===== config.mk =====
export PLATFORM = sky130hd
export DESIGN_NAME = bsg_manycore_pod_array_reset_sequencer
export DESIGN_NICKNAME = d
export VERILOG_FILES = /design/src/rtl/bsg_manycore_pod_array_reset_sequencer.sv
export SDC_FILE = /design/constraint.sdc
export NUM_CORES = 1
export LEC_CHECK = 0
export ABC_AREA = 1
export BUFFER_PORTS_ARGS = -buffer_cell sky130_fd_sc_hd__buf_4
export CAP_MARGIN = 0
export CORE_AREA = 2 2 39 41
export DETAILED_ROUTE_END_ITERATION = 10
export DIE_AREA = 0 0 41 43
export GPL_TIMING_DRIVEN = 1
export PLACE_DENSITY = 0.74
export SYNTH_ARGS = -nofsm -noshare
export SYNTH_HDL_FRONTEND = slang
export SYNTH_SLANG_ARGS = --single-unit

===== constraint.sdc =====
create_clock -name clk_i -period 2.5 [get_ports clk_i]
set_clock_uncertainty 0.2 [all_clocks]
set_input_delay 0.5 -clock clk_i [delete_from_list [all_inputs] [get_ports clk_i]]
set_output_delay 0.5 -clock clk_i [all_outputs]
set_load 0.03 [all_outputs]

===== src/rtl/bsg_manycore_pod_array_reset_sequencer.sv =====
// bsg_manycore_pod_array_reset_sequencer
//
// Distributes per-pod reset from the bsg_tag reset clients to the pod rows of
// a num_pods_y_p x num_pods_x_p pod array.
//
// Each pod has one "held" bit. A request asserts it on the next cycle
// unconditionally. Release happens in one of two ways:
//   - parallel  (stagger_en_i=0): every pending pod is released at once.
//   - staggered (stagger_en_i=1): the lowest-index pending pod is released,
//     then a gap of stagger_gap_p cycles passes before the next release.
//     Consecutive releases are stagger_gap_p+1 cycles apart.
// The held bits then pass through reset_depth_p-1 register stages. Every
// stage is replicated num_tiles_x_p wide per pod, one bit per tile column.
//
// Flat pod index f = y*num_pods_x_p + x.
//
// Handshake: there is no valid/ready handshake. pod_reset_req_i is a level
// and is sampled every cycle, and so is stagger_en_i. pod_reset_o is a level.
//
// Ports:
//   clk_i            clock
//   reset_i          synchronous active-high reset
//   stagger_en_i     1 = staggered release, 0 = parallel release
//   pod_reset_req_i  [y][x]       1 = hold that pod in reset
//   pod_reset_o      [y][x][tile] replicated per-pod reset to the pod rows
//   pod_in_reset_o   [y][x]       bit 0 of each pod's pod_reset_o
//   busy_o           a release is pending or a gap is being timed
//   dbg_state_o      debug view of the sequencer FSM (1 = GAP)

`ifndef BSG_SAFE_CLOG2
`define BSG_SAFE_CLOG2(x) (((x) <= 1) ? 1 : $clog2(x))
`endif

module bsg_manycore_pod_array_reset_sequencer #(
  parameter int num_pods_x_p  = 1,
  parameter int num_pods_y_p  = 1,
  parameter int num_tiles_x_p = 16,
  parameter int reset_depth_p = 3,
  parameter int stagger_gap_p = 16
) (
  input  logic                                                       clk_i,
  input  logic                                                       reset_i,
  input  logic                                                       stagger_en_i,
  input  logic [num_pods_y_p-1:0][num_pods_x_p-1:0]                  pod_reset_req_i,
  output logic [num_pods_y_p-1:0][num_pods_x_p-1:0][num_tiles_x_p-1:0] pod_reset_o,
  output logic [num_pods_y_p-1:0][num_pods_x_p-1:0]                  pod_in_reset_o,
  output logic                                                       busy_o,
  output logic                                                       dbg_state_o
);

  localparam int num_pods_lp  = num_pods_y_p * num_pods_x_p;
  localparam int gap_width_lp = `BSG_SAFE_CLOG2(stagger_gap_p);
  localparam int stages_lp    = reset_depth_p - 1;
  localparam int rep_width_lp = num_pods_lp * num_tiles_x_p;

  localparam logic [gap_width_lp-1:0] gap_load_lp = gap_width_lp'(stagger_gap_p - 1);

  typedef enum logic {
    IDLE = 1'b0,
    GAP  = 1'b1
  } state_e;

  state_e                    state_q, state_d;
  logic [gap_width_lp-1:0]   cnt_q, cnt_d;
  logic [num_pods_lp-1:0]    held_q, held_d;

  logic [num_pods_lp-1:0]    req_flat;
  logic [num_pods_lp-1:0]    pending;
  logic [num_pods_lp-1:0]    lowest_pending;
  logic [num_pods_lp-1:0]    release_mask;
  logic [rep_width_lp-1:0]   held_rep;
  logic [rep_width_lp-1:0]   out_flat;

  // The packed [y][x] request flattens so that bit f = y*num_pods_x_p + x.
  assign req_flat = pod_reset_req_i;
  assign pending  = held_q & ~req_flat;

  // Two's-complement trick isolates the lowest set bit of pending.
  assign lowest_pending = pending & (~pending + num_pods_lp'(1));

  // Release scheduling and gap timing.
  always_comb begin
    state_d      = state_q;
    cnt_d        = cnt_q;
    release_mask = '0;

    if (!stagger_en_i) begin
      // Parallel mode also aborts any gap in progress.
      release_mask = pending;
      state_d      = IDLE;
      cnt_d        = '0;
    end else begin
      case (state_q)
        IDLE: begin
          if (|pending) begin
            release_mask = lowest_pending;
            cnt_d        = gap_load_lp;
            state_d      = GAP;
          end
        end
        GAP: begin
          if (cnt_q != '0) begin
            cnt_d = cnt_q - gap_width_lp'(1);
          end else begin
            state_d = IDLE;
          end
        end
        default: begin
          state_d = IDLE;
          cnt_d   = '0;
        end
      endcase
    end

    // A request in the same cycle wins over any release aimed at that pod.
    held_d = (held_q & ~release_mask) | req_flat;
  end

  always_ff @(posedge clk_i) begin
    if (reset_i) begin
      state_q <= IDLE;
      cnt_q   <= '0;
      held_q  <= '1;
    end else begin
      state_q <= state_d;
      cnt_q   <= cnt_d;
      held_q  <= held_d;
    end
  end

  // Fan each held bit out to one bit per tile column.
  always_comb begin
    held_rep = '0;
    for (int f = 0; f < num_pods_lp; f++) begin
      held_rep[f*num_tiles_x_p +: num_tiles_x_p] = {num_tiles_x_p{held_q[f]}};
    end
  end

  // Delay line. With reset_depth_p=1 the output is the replicated held bits.
  if (stages_lp == 0) begin : g_no_pipe
    assign out_flat = held_rep;
  end else begin : g_pipe
    logic [stages_lp-1:0][rep_width_lp-1:0] pipe_q, pipe_d;

    always_comb begin
      pipe_d    = pipe_q;
      pipe_d[0] = held_rep;
      for (int s = 1; s < stages_lp; s++) begin
        pipe_d[s] = pipe_q[s-1];
      end
    end

    // Reset fills every stage so a reset covers the full pipeline depth.
    always_ff @(posedge clk_i) begin
      if (reset_i) begin
        pipe_q <= '1;
      end else begin
        pipe_q <= pipe_d;
      end
    end

    assign out_flat = pipe_q[stages_lp-1];
  end

  assign pod_reset_o = out_flat;

  always_comb begin
    pod_in_reset_o = '0;
    for (int f = 0; f < num_pods_lp; f++) begin
      pod_in_reset_o[f/num_pods_x_p][f%num_pods_x_p] = out_flat[f*num_tiles_x_p];
    end
  end

  // Reports idle while reset is applied, even though every pod looks pending.
  assign busy_o      = ~reset_i & ((state_q == GAP) | (|pending));
  assign dbg_state_o = (state_q == GAP);

endmodule


Word-level counts from Yosys, hierarchy flattened

Cells that the tools add are included.

Flip-flop bits (word level): 8
Bits of input ports: 4
Output and inout port bits: 19
Logic and storage cells: 33

$add $sub $neg: 2
Eq/ne operators: 2
Mux-type cells: 9
Bitwise operators: 12
Reduce and logical (&&, ||, !) cells: 3

Operators by type and width:

| operator                                              | number |
|---|---|
| two-way mux 4 bit                                     | 2 |
| one-hot mux 4 bit (2 select lines)                    | 1 |
| inverter 1 bit                                        | 6 |
| two-way mux 1 bit                                     | 5 |
| AND 1 bit                                             | 4 |
| nonzero test 4 bit                                    | 1 |
| subtractor 4 x 1 -> 4 bit, second input constant      | 1 |
| inequality test 2 x 1 -> 1 bit, second input constant | 1 |
| inequality test 2 bit, second input constant          | 1 |
| OR 1 bit                                              | 2 |
| one-hot mux 1 bit (2 select lines)                    | 1 |
| AND reduction 2 bit                                   | 1 |
| OR reduction 2 bit                                    | 1 |
| adder 1 bit, second input constant                    | 1 |

Logic depth before layout (Yosys ltp)

Depth in word-level cells: 11
Depth in mapped cells: 7
Depth with buffers taken out: 7

Worst setup path after synthesis

OpenSTA, ideal clock, no wires.

Kind: reg2out
From: register state_q, in the netlist dbg_state_o
To: output port busy_o
Arrival: 1.182 ns
Data required time: 1.800 ns
Setup slack: 0.618 ns
Cell stages (with the launch flop): 3
Buffers on the path: 0
Cell sequence: dfxtp_1 -> inv_2 -> a21oi_1

Longest elaborated chain between the ends: 2

Ends and longest elaborated chain:

| element                | line | text |
|---|---|---|
| from (decl)            | 63   | `state_e state_q, state_d;` |
| from (signal assigned) | 125  | `state_q <= state_d;` |
| OR 1 bit               | 175  | `assign busy_o = ~reset_i & ((state_q == GAP) \| (\|pending));` |
| AND 1 bit              | 175  |  |
| to (decl)              | 47   | `output logic busy_o,` |

No other way between the ends.

Worst setup path in the final report

From: register, netlist name pod_reset_o[0]
To: output port pod_reset_o[15] (netlist bit)

RTL lines:

| element   | line | text |
|---|---|---|
| to (decl) | 45   | `output logic [num_pods_y_p-1:0][num_pods_x_p-1:0][num_tiles_x_p-1:0] pod_reset_o,` |

No word-level cell between the ends.

==> flow_summary.toml <==
[global_route]
grt_max_degree = 18
grt_first_pass_wirelength_um = 1324
first_global_vias = 339
grt-ovfl-total = 0
antenna_found_initial = 0
track_usage_pct = 11.20

[drt]
ant_nets = 0
viasPerCell = 4.344
post-route-drc-count = 0
wirelength_um = 833
wire_per_inst_um = 8.677
initialDrtViolationCount = 6
num_vias = 417
drt-pass1-iter-count = 4

[worst_setup_path]
slowest_delay_ns = 0.61
r2r_start = "cnt_q[0]"
endpoint_kind = "output pin"
path_class = "flip-flop to output pin"
critPathTopFamily = "flip-flops"
r2r_slack_ns = 1.09
path_buf_inv = 1
cp_slowest_cell = "dfxtp_1"
cp-startpoint = "pod_reset_o[0]"
worstPathCellList = "buf_4"
worst-path-max-fanout = 17
crit_required_ns = 1.80
crit_path_start_kind = "flip-flop"
crit_arrival_ns = 1.12

[pwr]
internal_power_uw = 215.7
cellLeakagePower_uw = 0.0003050
p_seq_share_pct = 45.2
pwr-share-comb_pct = 22.2
p_clk_share_pct = 32.6
peakVddDrop_v = 0.0002447
switchingPower_uw = 97.06
powerDensity_mw_per_mm2 = 531.8
swShare_pct = 31.04

[hold_path]
min_path_type = "flip-flop to flip-flop"
hp-start = "g_pipe.pipe_d[16]"

[cts]
htreeDepth = 1
cts_sinks = 8
numCtsBuffers = 3
cts_setup_buffers = 0
clock_path_buffers = 2
root_buffer = "clkbuf_4"
post_cts_resize_count = 0
clkLatencyLatePin_ns = 0.26
tritoncts = "built"
holdBufCountCts = 0
path_clk_slew_ns = 0.05

[floorplanning]
io_pins = 23
core_area_mm2 = 0.001384
die_x_um = 41
dieArea_mm2 = 0.001763
std_cell_rows = 14
initial_core_util_pct = 36.17
die_h_um = 43

[yosys]
ys_types = 12
avgSynthCellArea_um2 = 7.049
yosys_register_bits = 8
syn_nets = 77
syn_inst = 71
seq_area_frac_synth_pct = 32.00
synth_area_leaders = "dfxtp_1, buf_4, nand2_1"
synth_top_area_share_pct = 32.00
synth_area_um2 = 500.5
yosysTopAreaCell = "dfxtp_1"
ys_warn_count = 0

[sta]
rsz0062_at_grt = "no"
hold_viol = 0
tightestPinTransition_ns = 0.4780
period_share_pct = 72.97
setup_ws_ns = 0.6758
fmax_mhz = 548.2
slew_violations = 0
max-slew-margin-rel_pct = 68.09
fin_crit_ns = 1.824
setup_tns_ns = 0
finalSetupViolCount = 0

[layout]
drive_gt1_share_pct = 38.75
layout_commonest_cell = "buf_4"
n_fill_cell = 142
final_core_utilization_pct = 42.50
antenna_cells = 0
area_growth_pct = 17.50
final_cell_mix = "buf_4, nand2_1, inv_1"
nets = 88

[place]
io_buffers = 22
gp_congestion = 0.7952
post-place-ws_ns = 0.7663
hpwl_um = 638.7

[outcome]
outcome = "finished clean"

[run]
cap_violations = 0
-- cells in the mapped netlist --
cell,count
inv_1,10
nand2_1,16
o311ai_0,1
dfxtp_1,8
or2_2,2
inv_2,2
buf_4,16
nand2_2,2
a21oi_1,5
nor2_1,3
nand3_1,4
ha_1,2
-- per-stage QoR --
step           std cells  instance area, um^2  power, uW  hold slack (ns)
4_1_cts               96                588.1      316.7           0.2160
5_1_grt               96                588.1      330.3           0.2364
3_5_place_dp          93                565.5      213.8           0.2012
3_3_place_gp          93                565.5      212.4           0.2001
6_report              96                588.1      312.7           0.2159
2_1_floorplan         71                500.5      199.2           0.1895
-- flip-flops by register name, indices dropped and copies added (netlist names) --
signal and flops:
g_pipe.pipe_d 1, cnt_q 4, dbg_state_o 1, pod_reset_o 1, held_q 1
-- logic make-up (layout without fill, tap and decap cells) --
logic type / count (synthesis) / after routing / share of synthesized area, %
buffers and inverters: 28 / 37 / 33.00
and+or+nand+nor: 27 / 27 / 23.25
DFF: 8 / 8 / 32.00
AOI/OAI and AO/OA: 6 / 6 / 6.750
adders and majority gates: 2 / 2 / 4.999
-- worst paths after layout --
check / end / cells after the start
setup / recovery: pod_reset_o[15] / 1
hold reg to reg: pod_reset_o[0] / 1
setup reg to reg: cnt_q[2] / 7
hold / removal: pod_reset_o[0] / 1
-- power groups by stage --
stage               clock network [uW]  logic [uW]  registers [uW]
finish                             102        69.5             141
global route                       110        77.8             143
CTS                                105        69.9             141
detailed placement                   0        69.8             144
global placement                     0        68.6             144
floorplan                            0        54.4             145
-- per-layer routing --
layer	GRT usage [%]	vias up	routed length, um
li1	-	217	-
met2	16.56	23	356
met3	3.141	2	94
met5	0	-	0
met1	13.07	175	370
met4	8.000	0	12
-- cell type report --
cell class / instances / area, um^2 / share of cell area (%)
tap: 16 / 20.02 / 3.404
multi-input combinational: 35 / 175.2 / 29.79
timing repair buffer: 22 / 165.2 / 28.09
clock buffer: 3 / 22.52 / 3.830
inverter: 12 / 45.04 / 7.660
sequential: 8 / 160.2 / 27.23
No activity file was read; power rests on OpenSTA's default activity.
